<file path="config.mk">
export PLATFORM = sky130hd
export DESIGN_NAME = univ_shift_seq_flat
export DESIGN_NICKNAME = d
export VERILOG_FILES = /design/src/rtl/univ_shift_seq_if.sv /design/src/rtl/univ_shift_seq.sv /design/src/flat_wrapper.sv
export SDC_FILE = /design/constraint.sdc
export NUM_CORES = 1
export LEC_CHECK = 0
export CORE_MARGIN = 1
export CORE_UTILIZATION = 45
export CTS_BUF_LIST = sky130_fd_sc_hd__clkbuf_2 sky130_fd_sc_hd__clkbuf_4 sky130_fd_sc_hd__clkbuf_8
export DETAILED_ROUTE_END_ITERATION = 16
export PLACE_DENSITY = 0.63
export SKIP_LAST_GASP = 1
export SLEW_MARGIN = 0
export SYNTH_ARGS = -nofsm -noshare
export SYNTH_HDL_FRONTEND = slang
export SYNTH_SLANG_ARGS = --single-unit
</file>
<file path="constraint.sdc">
create_clock -name clk_i -period 2.8 [get_ports clk_i]
set_clock_uncertainty 0.15 [all_clocks]
set_input_delay 0.84 -clock clk_i [delete_from_list [all_inputs] [get_ports clk_i]]
set_output_delay 0.84 -clock clk_i [all_outputs]
set_load 0.02 [all_outputs]
</file>
<file path="src/rtl/univ_shift_seq_if.sv">
// Command channel of the universal shift sequencer: valid/ready handshake plus op, count,
// parallel data and serial-in bit.
interface univ_shift_seq_if;
    logic       cmd_valid;
    logic       cmd_ready;
    logic [1:0] cmd_op;
    logic [3:0] cmd_cnt;
    logic [3:0] cmd_data;
    logic       cmd_sin;

    modport master (
        output cmd_valid,
        output cmd_op,
        output cmd_cnt,
        output cmd_data,
        output cmd_sin,
        input  cmd_ready
    );

    modport slave (
        input  cmd_valid,
        input  cmd_op,
        input  cmd_cnt,
        input  cmd_data,
        input  cmd_sin,
        output cmd_ready
    );
endinterface

</file>
<file path="src/rtl/univ_shift_seq.sv">
// Universal 4-bit shift register driven by a 4-deep command FIFO; each command is popped,
// fetched and executed for cnt cycles (LOAD always one) before a one-cycle done pulse.
module univ_shift_seq (
    input  logic                   clk_i,
    input  logic                   rst_i,
    input  logic                   flush_i,
    univ_shift_seq_if.slave        cmd,
    output logic [1:0]             mode_o,
    output logic [3:0]             q_o,
    output logic                   busy_o,
    output logic                   done_o,
    output logic [2:0]             fifo_level_o
);

    localparam logic [1:0] OpHold = 2'b00;
    localparam logic [1:0] OpShr  = 2'b01;
    localparam logic [1:0] OpShl  = 2'b10;
    localparam logic [1:0] OpLoad = 2'b11;

    typedef enum logic [1:0] {StIdle, StFetch, StExec, StDone} state_e;

    state_e state_q, state_d;
    logic   busy_q;

    logic [10:0] fifo_q [4];
    logic [1:0]  wr_ptr_q, rd_ptr_q;
    logic [2:0]  level_q;

    logic [1:0] op_q;
    logic [3:0] cnt_q, data_q, rem_q, sh_q;
    logic       sin_q;

    logic        push, pop;
    logic [10:0] head;

    assign cmd.cmd_ready = !rst_i && !flush_i && (level_q != 3'd4);
    assign push          = cmd.cmd_valid && cmd.cmd_ready;
    assign pop           = (state_q == StIdle) && (level_q != 3'd0) && !flush_i;
    assign head          = fifo_q[rd_ptr_q];

    // State register; busy is registered from the next-state decode so it tracks state_q.
    always_ff @(posedge clk_i) begin
        if (rst_i) begin
            state_q <= StIdle;
            busy_q  <= 1'b0;
        end else begin
            state_q <= state_d;
            busy_q  <= (state_d != StIdle);
        end
    end

    always_comb begin
        state_d = state_q;
        unique case (state_q)
            StIdle:  if (level_q != 3'd0) state_d = StFetch;
            StFetch: state_d = StExec;
            StExec:  if (rem_q == 4'd1) state_d = StDone;
            StDone:  state_d = StIdle;
            default: state_d = StIdle;
        endcase
        if (flush_i) begin
            state_d = StIdle;
        end
    end

    always_comb begin
        mode_o       = (state_q == StExec) ? op_q : OpHold;
        done_o       = (state_q == StDone);
        busy_o       = busy_q;
        q_o          = sh_q;
        fifo_level_o = level_q;
    end

    // Storage only; push is already gated by reset and flush through cmd_ready.
    always_ff @(posedge clk_i) begin
        if (push) begin
            fifo_q[wr_ptr_q] <= {cmd.cmd_op, cmd.cmd_cnt, cmd.cmd_data, cmd.cmd_sin};
        end
    end

    always_ff @(posedge clk_i) begin
        if (rst_i) begin
            wr_ptr_q <= 2'd0;
            rd_ptr_q <= 2'd0;
            level_q  <= 3'd0;
            sh_q     <= 4'd0;
            op_q     <= OpHold;
            cnt_q    <= 4'd0;
            data_q   <= 4'd0;
            sin_q    <= 1'b0;
            rem_q    <= 4'd0;
        end else if (flush_i) begin
            wr_ptr_q <= 2'd0;
            rd_ptr_q <= 2'd0;
            level_q  <= 3'd0;
        end else begin
            if (push) wr_ptr_q <= wr_ptr_q + 2'd1;
            if (pop)  rd_ptr_q <= rd_ptr_q + 2'd1;
            unique case ({push, pop})
                2'b10:   level_q <= level_q + 3'd1;
                2'b01:   level_q <= level_q - 3'd1;
                default: level_q <= level_q;
            endcase

            if (pop) begin
                // A zero-count command degenerates to a single HOLD cycle.
                op_q   <= (head[8:5] == 4'd0) ? OpHold : head[10:9];
                cnt_q  <= head[8:5];
                data_q <= head[4:1];
                sin_q  <= head[0];
            end

            if (state_q == StFetch) begin
                rem_q <= ((cnt_q == 4'd0) || (op_q == OpLoad)) ? 4'd1 : cnt_q;
            end

            if (state_q == StExec) begin
                rem_q <= rem_q - 4'd1;
                unique case (op_q)
                    OpHold: sh_q <= sh_q;
                    OpShr:  sh_q <= {sin_q, sh_q[3:1]};
                    OpShl:  sh_q <= {sh_q[2:0], sin_q};
                    OpLoad: sh_q <= data_q;
                    default: sh_q <= sh_q;
                endcase
            end
        end
    end

endmodule
</file>
<file path="src/flat_wrapper.sv">
// flat-port wrapper written by rule: the top's interface ports become plain ports
module univ_shift_seq_flat 
  (clk_i, rst_i, flush_i, mode_o, q_o, busy_o, done_o, fifo_level_o, cmd_cmd_valid, cmd_cmd_op, cmd_cmd_cnt, cmd_cmd_data, cmd_cmd_sin, cmd_cmd_ready);
  univ_shift_seq_if cmd_i ();
  input  logic clk_i;
  input  logic rst_i;
  input  logic flush_i;
  output logic [1:0] mode_o;
  output logic [3:0] q_o;
  output logic busy_o;
  output logic done_o;
  output logic [2:0] fifo_level_o;
  input wire logic [$bits(cmd_i.cmd_valid)-1:0] cmd_cmd_valid;
  input wire logic [$bits(cmd_i.cmd_op)-1:0] cmd_cmd_op;
  input wire logic [$bits(cmd_i.cmd_cnt)-1:0] cmd_cmd_cnt;
  input wire logic [$bits(cmd_i.cmd_data)-1:0] cmd_cmd_data;
  input wire logic [$bits(cmd_i.cmd_sin)-1:0] cmd_cmd_sin;
  output wire logic [$bits(cmd_i.cmd_ready)-1:0] cmd_cmd_ready;
  assign cmd_i.cmd_valid = cmd_cmd_valid;
  assign cmd_i.cmd_op = cmd_cmd_op;
  assign cmd_i.cmd_cnt = cmd_cmd_cnt;
  assign cmd_i.cmd_data = cmd_cmd_data;
  assign cmd_i.cmd_sin = cmd_cmd_sin;
  assign cmd_cmd_ready = cmd_i.cmd_ready;
  univ_shift_seq u_core (.clk_i(clk_i), .rst_i(rst_i), .flush_i(flush_i), .cmd(cmd_i), .mode_o(mode_o), .q_o(q_o), .busy_o(busy_o), .done_o(done_o), .fifo_level_o(fifo_level_o));
endmodule
</file>
After elaboration in Yosys (flattened, before gate mapping)
Memory sizes are Yosys's and may differ from the RTL's. A register that Yosys moved wholly into a read port is not among the register bits.
Cells that the tools add are included.
{"block": "classes", "div_mod_pow": 0, "order_cmp": 0, "n_reduce_logical": 20, "eq_ne": 10, "mul": 0, "mux": 15, "shift": 0, "bitwise": 2, "n_addsub": 5}
{"op": "$mux 2", "count": 7}
{"op": "$mux 4", "count": 3}
{"op": "$pmux 4 s3", "count": 1}
{"op": "$eq 2x2->1 const B", "count": 5}
{"op": "$logic_not 4->1", "count": 2}
{"op": "$pmux 2 s4", "count": 1}
{"op": "$eq 2x1->1 const B", "count": 3}
{"op": "$pmux 3 s2", "count": 1}
{"op": "$reduce_bool 2->1", "count": 3}
{"op": "$logic_and 1x1->1", "count": 5}
{"op": "$add 2x1->2 const B", "count": 2}
{"op": "$eq 4x1->1 const B", "count": 1}
{"op": "$logic_not 2->1", "count": 2}
{"op": "$reduce_and 2->1", "count": 2}
{"op": "$sub 4x1->4 const B", "count": 1}
{"op": "$add 3x1->3 const B", "count": 1}
{"op": "$ne 3x3->1 const B", "count": 1}
{"op": "$reduce_and 3->1", "count": 1}
{"op": "$reduce_bool 3->1", "count": 1}
{"op": "$sub 3x1->3 const B", "count": 1}
{"op": "$logic_not 1->1", "count": 2}
{"op": "$mux 1", "count": 2}
{"op": "$not 1->1", "count": 2}
{"op": "$reduce_or 2->1", "count": 1}
{"op": "$logic_or 1x1->1", "count": 1}
{"block": "totals", "in_bits": 15, "wordCells": 64, "register_bits": 29, "mem_count": 1, "output_inout_bits": 12, "latchBits": 0, "mem_bits_rw": 44, "rom_bits": 0}
{"name": "u_core.fifo_q", "words": 4, "width": 11, "rd": 1, "rd_clocked_by_memory_dff": 1, "write_ports": 1, "line_no": "univ_shift_seq.sv:25", "text": "logic [10:0] fifo_q [4];"}

Depth between registers and ports, before layout
Gate-level depths: netlist of the first run.
{"block": "logic_depth", "depth_word": 6, "ltp_mapped": 11, "ltp_nobuf": 10}

Worst setup path before layout of the first run
No wires, ideal clock.
{"block": "synth_timing", "kind": "input to register", "start": "in flush_i", "end": "reg u_core.level_q[2], in the netlist u_core.fifo_level_o[2]", "setup_slack_ns": 0.026, "t_arrival_ns": 2.553, "path_stages": 9, "path_buffers": 1, "t_required_ns": 2.579, "setup_time_ns": 0.071, "path_cell_list": "nand3b_1 inv_1 clkbuf_1 ha_1 inv_1 fa_1 xor2_1 or3_1 a21oi_1"}
{"block": "synth_between", "elab_cells_between_ends": 10, "classes_between": "eq/ne (2); mux (1); reduce/logical (7)"}
{"element": "start, declared", "line_no": "flat_wrapper.sv:7", "text": "input logic flush_i;"}
{"element": "$logic_not 1->1 *", "line_no": "univ_shift_seq.sv:38", "text": "assign pop = (state_q == StIdle) && (level_q != 3'd0) && !flush_i;"}
{"element": "$logic_and 1x1->1 *", "line_no": "univ_shift_seq.sv:38"}
{"element": "via u_core.pop", "line_no": "univ_shift_seq.sv:33", "text": "logic push, pop;"}
{"element": "$eq 2x1->1 or $eq 2x2->1 (tied branches)", "line_no": "univ_shift_seq.sv:99", "text": "unique case ({push, pop})"}
{"element": "$pmux 3 s2 or $reduce_bool 2->1 (tied branches)"}
{"element": "end signal, assigned", "line_no": "univ_shift_seq.sv:100", "text": "2'b10: level_q <= level_q + 3'd1;"}
{"element": "end signal, assigned", "line_no": "univ_shift_seq.sv:101", "text": "2'b01: level_q <= level_q - 3'd1;"}
{"element": "end signal, assigned", "line_no": "univ_shift_seq.sv:102", "text": "default: level_q <= level_q;"}
{"element": "end, declared", "line_no": "univ_shift_seq.sv:27", "text": "logic [2:0] level_q;"}
The timed path passes the listed nets; every way through them passes the cells marked *.
A chain may end at the register's enable or synchronous reset.

Worst setup path in the final report of the first run
{"block": "layout_timing", "start": "in flush_i", "end": "reg u_core.level_q[2], in the netlist u_core.fifo_level_o[2]"}
{"block": "layout_between", "elab_chain_cells": 6, "elab_cells_between_ends": 10, "classes_between": "eq/ne (2); mux (1); reduce/logical (7)"}
{"element": "$logic_not 1->1", "line_no": "univ_shift_seq.sv:36, univ_shift_seq.sv:38"}
{"element": "$logic_and 1x1->1 (2 in a row)", "line_no": "univ_shift_seq.sv:36", "text": "assign cmd.cmd_ready = !rst_i && !flush_i && (level_q != 3'd4);"}
{"element": "$logic_and 1x1->1", "line_no": "univ_shift_seq.sv:37", "text": "assign push = cmd.cmd_valid && cmd.cmd_ready;"}
{"element": "$eq 2x1->1 or $eq 2x2->1 (tied branches)", "line_no": "univ_shift_seq.sv:99"}
{"element": "$pmux 3 s2 or $reduce_bool 2->1 (tied branches)"}
Parallel ways exist; a longest one is shown, timed or not.

==> impl_metrics.py, run 1 <==
metrics = {
    "yosys": {
        "syn_avg_cell_area_um2": 13.3,
        "yosys-top-cells-area": "edfxtp_1 42%, dfxtp_1 20%, mux4_1 7.6%, ha_1 4.4%, a21oi_1 3.4%",
        "synth_warnings": 0,
        "synthCells": 236,
        "async_reset_ff_share_pct": 0,
        "synth_top_area_share_pct": 42.2,
        "synth_top_cell_by_area": "edfxtp_1",
        "synth.net_count": 263,
        "ys_seq_area_share_pct": 62.1,
        "ys_types": 38,
        "synth-main-ff-cell": "edfxtp_1",
        "synth_edf_count": 44,
        "ys_ff_latch": 75,
        "synth_area_mm2": 0.00313,
    },
    "worst_setup_path": {
        "crit_type": "in -> reg",
        "start_kind": "input port",
        "cp_top_family": "buffers and inverters",
        "cpMostUsedCell": "inv_1",
        "worst-path-max-fanout": 11,
        "worstPathArrival_ns": 2.91,
        "rrSetupSlack_ns": 0.55,
        "critPathMaxStageDelay_ns": 0.48,
        "worstSetupEndpointType": "flop",
        "cp_cell_sequence": "clkdlybuf4s50_1 > or2_4 > buf_6 > a211oi_2 > inv_1 > ha_1 > inv_1 > fa_1 > xor2_1 > or3_1 > a21oi_2",
        "cp.required_ns": 2.94,
        "cp.buffers_inverters": 4,
        "worst_path_max_delay_cell": "clkdlybuf4s50_1",
    },
    "status": {
        "outcome": "complete, no violations",
    },
    "power_and_ir_drop": {
        "pwr-share-comb_pct": 4.1,
        "seq_power_share_pct": 55.3,
        "p_sw_w": 0.000481,
        "p_leak_nw": 1.32,
        "clkPwrFrac_pct": 40.6,
        "p_per_area_mw_per_mm2": 558,
        "switching_share_pct": 22.5,
        "internal-power_w": 0.00165,
        "ir_drop_uv": 311,
    },
    "final_layout": {
        "syn_to_final_growth_pct": 22.3,
        "fin_util_pct": 56.6,
        "nets": 304,
        "antennaDiodeCount": 0,
        "drive_gt1_share_pct": 14.9,
    },
    "die": {
        "die_area_mm2": 0.00729,
        "start_util_pct": 46.3,
        "io-pin-count": 27,
        "die_h_um": 85.4,
        "core_area_mm2": 0.00676,
        "fp-row-count": 30,
        "die_w_um": 85.4,
    },
    "grt": {
        "grtUsageTotal_pct": 15.7,
        "grt_max_degree": 20,
        "grt_pass1_vias": 1773,
        "grt_pass1_wl_um": 8540,
        "overflow": 0,
        "antenna_found_initial": 0,
    },
    "sta": {
        "setup_slack_ns": 0.0326,
        "drv_slew": 0,
        "setup_viol": 0,
        "timing.fmax_mhz": 361,
        "relSlewSlack_pct": 66.5,
        "hold_violations": 0,
        "fin_crit_sh_pct": 98.8,
        "fin_crit_ns": 2.77,
        "tightestPinTransition_ns": 0.502,
        "rsz0062_at_grt": "yes",
    },
    "placement": {
        "hpwlAfterDp_um": 3490,
        "place.gp.congestion": 0.725,
        "numPortBuffers": 26,
        "post-place-ws_ns": -0.529,
    },
    "detailed_routing": {
        "dr.first_iter.drc_count": 86,
        "vias_per_cell": 5.15,
        "ant_nets": 0,
        "routed_wl_um": 5190,
        "drt-pass1-iter-count": 4,
        "routedWlPerCell_um": 14.3,
        "drc": 0,
        "via_count": 1864,
    },
    "cts": {
        "cts_num_sinks": 75,
        "cts_buffer_depth": 2,
        "hold_buffers": 0,
        "tritoncts": "done",
        "clk_latency_ns": 0.35,
        "post_cts_buffers": 0,
        "cts_buffers": 9,
        "cts-htree-levels": 3,
        "clkSlewWorstSetupHoldPaths_ns": 0.09,
        "cts-root-buf": "clkbuf_8",
    },
    "job": {
        "maxCapViolCount": 0,
    },
    "worst_hold_path": {
        "hold_path.class": "reg -> reg",
    },
}
-- synth_stat cells (5+ instances only) --
library cell / instances
inv_1: 16
ha_1: 11
edfxtp_1: 44
clkbuf_1: 7
a21oi_1: 21
and2_1: 6
nand2_1: 24
o21ai_0: 9
dfxtp_1: 31
nor2_1: 15
mux4_1: 9
mux2i_1: 5
-- worst reg2reg max path, delay by kind of cell, from the launching register on --
kind | cells | cell delay [ns]
flops | 1 | 0.46
buf+inv | 2 | 0.13
xor+xnor | 1 | 0.15
compound gates | 1 | 0.13
fa+ha+maj | 2 | 0.53
simple gates | 3 | 0.65
-- flip-flops by register name (all words and copies together), names as in the netlist, named ones only --
signal / count
u_core.state_q: 2
u_core.sin_q: 1
u_core.data_q: 4
u_core.q_o: 4
u_core.wr_ptr_q: 2
u_core.rem_q: 4
u_core.op_q: 2
u_core.fifo_level_o: 3
u_core.cnt_q: 4
u_core.busy_o: 1
u_core.rd_ptr_q: 2
u_core.fifo_q: 44
-- cells by family after synthesis --
group           Yosys count  share of synthesized area (%)
buf+inv                  26                           3.44
xor+xnor                  5                           1.40
mux                      16                           10.6
simple gates             58                           8.76
compound gates           44                           8.68
fa+ha+maj                12                           5.04
flops                    75                           62.1
-- power by group through the flow --
stage / clock network [W] / logic [W] / registers, W
finish: 0.000867 / 0.0000871 / 0.00118
floorplan: 0 / 0.0000387 / 0.00120
CTS: 0.000896 / 0.0000870 / 0.00118
detailed placement: 0 / 0.0000865 / 0.00121
global placement: 0 / 0.0000849 / 0.00121
global route: 0.000943 / 0.0000957 / 0.00118
-- final timing paths --
| check | from | to | cells past startpoint |
|---|---|---|---|
| worst min register to register | u_core.data_q[1] | u_core.data_q[1] | 2 |
| worst max register to register | u_core.fifo_level_o[2] | u_core.fifo_level_o[2] | 9 |
| worst min-delay path | u_core.data_q[1] | u_core.data_q[1] | 2 |
| worst max-delay path | flush_i | u_core.fifo_level_o[2] | 11 |
-- metal layers --
metal	global-route usage, %	wire length, um
met1	20.4	2470
met2	24.4	2430
met3	4.47	187
met4	7.73	97
met5	0	0
-- final cells by class --
class | count | area [um^2]
fillers | 565 | 2930
flip-flops and latches | 75 | 1940
multi-input cells | 135 | 1090
repair buffers | 40 | 424
clock buffers | 9 | 124
well taps | 80 | 100
clock inverters | 7 | 85.1
inverters | 16 | 60.1
-- metrics by stage --
step                setup TNS (ns)  area [um^2]  instances  hold slack (ns)  power (W)
floorplan                        0         3130        236            0.286    0.00124
global placement             -8.53         3600        346            0.298    0.00129
detailed placement           -9.60         3600        346            0.307    0.00129
CTS                              0         3800        362            0.319    0.00216
global route               -0.0670         3830        362            0.340    0.00222
finish                           0         3830        362            0.313    0.00213
-- cells in the final DEF (no fill, tap or decap), types with 2 or more instances in the layout --
| cell | count |
|---|---|
| and2_1 | 6 |
| nor3_1 | 3 |
| xor2_1 | 3 |
| ha_1 | 10 |
| o211ai_1 | 4 |
| buf_4 | 10 |
| dfxtp_1 | 31 |
| buf_12 | 4 |
| or3_1 | 2 |
| inv_6 | 5 |
| nor2_1 | 15 |
| a21oi_1 | 19 |
| mux4_1 | 9 |
| nand2_1 | 24 |
| clkdlybuf4s50_1 | 22 |
| mux4_2 | 2 |
| edfxtp_1 | 44 |
| inv_1 | 15 |
| mux2i_1 | 5 |
| o21ai_0 | 9 |
| dlymetal6s2s_1 | 3 |
| a21oi_2 | 2 |
| clkbuf_8 | 9 |
| xnor2_1 | 2 |
-- repair_timing --
action                                  4_1_cts  5_1_grt
resized for setup                             6        8
pin swaps                                     2        1
endpoints found under the setup margin        3        5
No activity file was read; power rests on OpenSTA's default activity.
==> run 2: changes to the inputs <==
CORE_ASPECT_RATIO = 1.1   (was default)
GPL_ROUTABILITY_DRIVEN = 0   (was default)
PLACE_DENSITY = default   (was 0.63)
PLACE_DENSITY_LB_ADDON = 0.15   (was default)
==> impl_metrics.py, run 2 (synthesis results as in run 1) <==
metrics = {
    "status": {
        "outcome": "complete, no violations",
    },
    "placement": {
        "hpwlAfterDp_um": 3560,
        "numPortBuffers": 26,
    },
    "grt": {
        "antenna_found_initial": 0,
        "overflow": 0,
        "grtUsageTotal_pct": 16.6,
        "grt_pass1_vias": 1816,
        "grt_pass1_wl_um": 8720,
        "grt_max_degree": 20,
    },
    "job": {
        "maxCapViolCount": 0,
    },
    "worst_setup_path": {
        "worstPathArrival_ns": 2.65,
        "start_kind": "input port",
        "crit_type": "in -> reg",
        "worst-path-max-fanout": 5,
        "startpoint": "flush_i",
        "cp.required_ns": 2.94,
        "worstSetupEndpointType": "flop",
        "timing.rr.start": "u_core.fifo_level_o[2]",
    },
    "sta": {
        "tns_ns": 0,
        "setup_viol": 0,
        "drv_slew": 0,
        "fin_hold_ws_ns": 0.307,
        "tightestPinTransition_ns": 0.473,
        "relSlewSlack_pct": 68.4,
        "timing.fmax_mhz": 399,
        "fin_crit_ns": 2.51,
        "fin_crit_sh_pct": 89.6,
        "hold_violations": 0,
        "rsz0062_at_grt": "no",
    },
    "detailed_routing": {
        "routedWlPerCell_um": 14.3,
        "via_count": 1898,
        "drc": 0,
        "routed_wl_um": 5270,
        "dr.first_iter.drc_count": 97,
        "drt-pass1-iter-count": 4,
        "ant_nets": 0,
        "vias_per_cell": 5.14,
    },
    "cts": {
        "cts_buffers": 9,
        "cts_buffer_depth": 2,
        "cts_num_sinks": 75,
        "clkSlewWorstSetupHoldPaths_ns": 0.08,
        "tritoncts": "done",
        "cts-htree-levels": 3,
        "clk_latency_ns": 0.35,
        "cts-root-buf": "clkbuf_8",
        "hold_buffers": 0,
    },
    "die": {
        "start_util_pct": 47.2,
        "die_w_um": 81.5,
        "die_h_um": 89.4,
        "die_area_mm2": 0.00729,
        "core_area_mm2": 0.00663,
        "io-pin-count": 27,
        "fp-row-count": 31,
    },
    "final_layout": {
        "layout_common_cells": "44 x edfxtp_1, 31 x dfxtp_1, 24 x nand2_1, 21 x clkdlybuf4s50_1, 20 x a21oi_1",
        "drive_gt1_share_pct": 16.4,
        "top_register": "u_core.fifo_q",
        "largest_register_ffs": 44,
        "antennaDiodeCount": 0,
        "layout_commonest_cell": "edfxtp_1",
        "syn_to_final_growth_pct": 23.3,
        "nets": 309,
        "fillers": 550,
    },
    "power_and_ir_drop": {
        "ir_drop_uv": 429,
        "p_leak_nw": 1.34,
        "p_per_area_mw_per_mm2": 529,
    },
    "worst_hold_path": {
        "hold_path.class": "reg -> reg",
        "hp-start": "u_core.data_q[0]",
    },
}
run 2: path summary, 6_finish.rpt:
check / endpoint / slack, ns / depth (start not counted)
setup reg to reg: u_core.fifo_level_o[2] / 0.53 / 9
hold / removal: u_core.data_q[0] / 0.31 / 2
setup / recovery: u_core.fifo_level_o[2] / 0.29 / 11
hold reg to reg: u_core.data_q[0] / 0.31 / 2
run 2: through the flow:
stage,utilization (%),area (um^2),worst slack (ns),instances,power [W]
3_5_place_dp,54.4,3610,-0.507,349,0.00129
2_1_floorplan,-,3130,0.0264,236,0.00124
4_1_cts,57.2,3790,-0.00254,365,0.00206
5_1_grt,58.1,3860,0.230,369,0.00211
6_report,58.1,3860,0.291,369,0.00204
3_3_place_gp,54.4,3610,-0.512,349,0.00129
run 2: per-layer routing:
metal	wire, um	vias to the layer above	track usage (%)
met5	0	-	0
met1	2480	900	21.5
li1	-	954	-
met4	118	0	9.25
met2	2500	34	25.8
met3	169	10	3.67
run 2: worst max-delay path: stages:
cell,delay [ns]
dlymetal6s2s_1,0.14
or2_4,0.27
buf_8,0.13
a211oi_4,0.21
inv_1,0.07
ha_2,0.18
inv_1,0.06
fa_2,0.19
xor2_1,0.07
or3_1,0.37
a21oi_2,0.12
run 2: cell type report:
class / instances / area (um^2) / share of cell area (%)
well taps: 82 / 103 / 2.66
clock inverters: 7 / 58.8 / 1.52
clock buffers: 9 / 124 / 3.21
inverters: 16 / 60.1 / 1.56
flip-flops and latches: 75 / 1940 / 50.4
repair buffers: 45 / 472 / 12.2
multi-input cells: 135 / 1100 / 28.5
run 2: timing repair:
action / CTS / global route
buffers inserted: 0 / 4
setup endpoints to repair: 3 / 5
resized for setup: 7 / 11
pin swaps: 1 / 4
run 2: power by group:
group | total (W) | internal [W] | switching [W]
Clock | 0.000768 | 0.000333 | 0.000434
Combinational | 0.0000941 | 0.0000497 | 0.0000444
Sequential | 0.00118 | 0.00117 | 0.00000534
Total | 0.00204 | 0.00156 | 0.000484
==> run 3: changes to the inputs <==
CORE_ASPECT_RATIO = 0.6   (was 1.1)
RECOVER_POWER = 100   (was default)
==> impl_metrics.py, run 3 (synthesis results as in run 1) <==
metrics = {
    "job": {
        "maxCapViolCount": 0,
    },
    "final_layout": {
        "syn_to_final_growth_pct": 20.4,
        "drive_gt1_share_pct": 13.0,
        "nets": 306,
        "layout.cell_area.non_filler_mm2": 0.00376,
        "layout_common_cells": "44 x edfxtp_1, 31 x dfxtp_1, 24 x nand2_1, 20 x a21oi_1, 20 x dlygate4sd3_1",
        "layout_commonest_cell": "edfxtp_1",
        "top_register": "u_core.fifo_q",
        "antennaDiodeCount": 0,
        "fillers": 554,
        "largest_register_ffs": 44,
    },
    "power_and_ir_drop": {
        "p_per_area_mw_per_mm2": 562,
        "ir_drop_uv": 361,
        "p_leak_nw": 1.30,
        "p_total_w": 0.00212,
    },
    "worst_hold_path": {
        "hp-start": "u_core.cnt_q[0]",
        "whs_path_depth": 2,
        "whs_endpoint": "u_core.cnt_q[0]",
        "hold_path.class": "reg -> reg",
    },
    "cts": {
        "tritoncts": "done",
        "cts_buffers": 9,
        "clk_latency_ns": 0.35,
        "cts_buffer_depth": 2,
        "clkSlewWorstSetupHoldPaths_ns": 0.07,
        "cts-root-buf": "clkbuf_8",
        "hold_buffers": 0,
        "cts_num_sinks": 75,
        "cts-htree-levels": 3,
    },
    "detailed_routing": {
        "ant_nets": 0,
        "drt-pass1-iter-count": 4,
        "routedWlPerCell_um": 15.4,
        "vias_per_cell": 5.18,
        "drc": 0,
        "routed_wl_um": 5700,
        "via_count": 1922,
        "dr.first_iter.drc_count": 103,
    },
    "sta": {
        "hold_violations": 0,
        "fin_crit_sh_pct": 93.4,
        "timing.fmax_mhz": 383,
        "fin_crit_ns": 2.61,
        "rsz0062_at_grt": "no",
        "tightestPinTransition_ns": 0.526,
        "drv_slew": 0,
        "fin_hold_ws_ns": 0.306,
        "relSlewSlack_pct": 64.9,
        "tns_ns": 0,
        "setup_viol": 0,
    },
    "worst_setup_path": {
        "reg2reg_depth": 9,
        "timing.rr.start": "u_core.fifo_level_o[2]",
        "cpMostUsedCell": "inv_1",
        "cp.required_ns": 2.92,
        "worstSetupEndpointType": "flop",
        "reg2reg_to": "u_core.fifo_level_o[2]",
        "worst_path_max_delay_cell": "fa_1",
        "worst-path-max-fanout": 9,
        "crit_type": "in -> reg",
        "cp_cell_sequence": "dlygate4sd2_1 > buf_4 > nand3b_1 > inv_1 > ha_1 > inv_1 > fa_1 > xor2_1 > or3_1 > a21oi_1",
        "worstPathArrival_ns": 2.74,
        "start_kind": "input port",
        "critPathMaxStageDelay_ns": 0.37,
        "rrSetupSlack_ns": 0.52,
    },
    "grt": {
        "overflow": 0,
        "grt-busiest-layer": "met2",
        "use_met2_pct": 27.8,
        "grt_pass1_wl_um": 9670,
        "use_met3_pct": 7.63,
        "grt_pass1_vias": 1927,
        "antenna_found_initial": 0,
        "met1_usage_pct": 25.5,
        "grtUsageTotal_pct": 19.0,
        "grt_max_degree": 20,
    },
    "placement": {
        "place_area_mm2": 0.00362,
        "numPortBuffers": 26,
        "hpwlAfterDp_um": 4110,
    },
    "status": {
        "outcome": "complete, no violations",
    },
    "die": {
        "io-pin-count": 27,
        "start_util_pct": 46.7,
        "die_w_um": 110,
        "core_area_mm2": 0.00671,
        "die_h_um": 66.6,
        "die_area_mm2": 0.00730,
        "fp-row-count": 23,
    },
}
-- run 3: changes by cell type in the layout (fill, tap and decap cells not counted), moves of 3 or more --
cell,delta
clkdlybuf4s50_1,-20
dlygate4sd3_1,+20
buf_4,-7
clkbuf_1,+6
and2_0,+4
and2_1,-4
buf_12,-4
clkbuf_2,+4
clkbuf_4,+3
dlymetal6s2s_1,-3
inv_6,-3
-- run 3: area by class of cell --
type | instances | area (um^2) | area share, %
multi-input cells | 135 | 1090 | 29.0
clock inverters | 2 | 35.0 | 0.931
inverters | 16 | 60.1 | 1.60
flip-flops and latches | 75 | 1940 | 51.6
clock buffers | 14 | 174 | 4.62
well taps | 87 | 109 | 2.89
repair buffers | 42 | 353 | 9.37
-- run 3: how the worst max path moves through the flow --
stage               startpoint                     end  slack (ns)  cells past startpoint
finish                 flush_i  u_core.fifo_level_o[2]        0.19                     10
global route           flush_i  u_core.fifo_level_o[2]        0.07                     10
CTS                      rst_i           cmd_cmd_ready        0.01                      4
detailed placement     flush_i           cmd_cmd_ready       -0.55                      4
global placement       flush_i           cmd_cmd_ready       -0.58                      4
floorplan              flush_i  u_core.fifo_level_o[2]        0.03                      9
-- run 3: power by group --
group	switching, W	total [W]	internal [W]
combinational	0.0000452	0.0000844	0.0000392
clock	0.000362	0.000852	0.000489
sequential	0.00000499	0.00118	0.00118
-- run 3: metal layers --
layer	up-vias	wire length, um
met5	-	0
met4	0	82
met3	9	280
met2	37	2460
met1	928	2880
li1	948	-
-- run 3: through the flow --
step	std cells	worst slack (ns)	util [%]
finish	371	0.186	56.1
global route	371	0.0706	56.1
CTS	371	0.0144	57.1
detailed placement	355	-0.554	54.0
global placement	355	-0.580	54.0
floorplan	236	0.0264	-
-- run 3: critical path, delay by kind of cell --
kind	cells	cell delay (ns)
AOI/OAI and AO/OA	1	0.13
and+or+nand+nor	2	0.48
adders and majority gates	2	0.54
buffers and inverters	4	0.59
xor gates and xnor gates	1	0.16
-- run 3: what timing repair did --
item                                    in CTS  in global routing
endpoints found under the setup margin       3                  4
resized for setup                            8                  9
setup buffers                                0                  0
pin swaps                                    1                  2
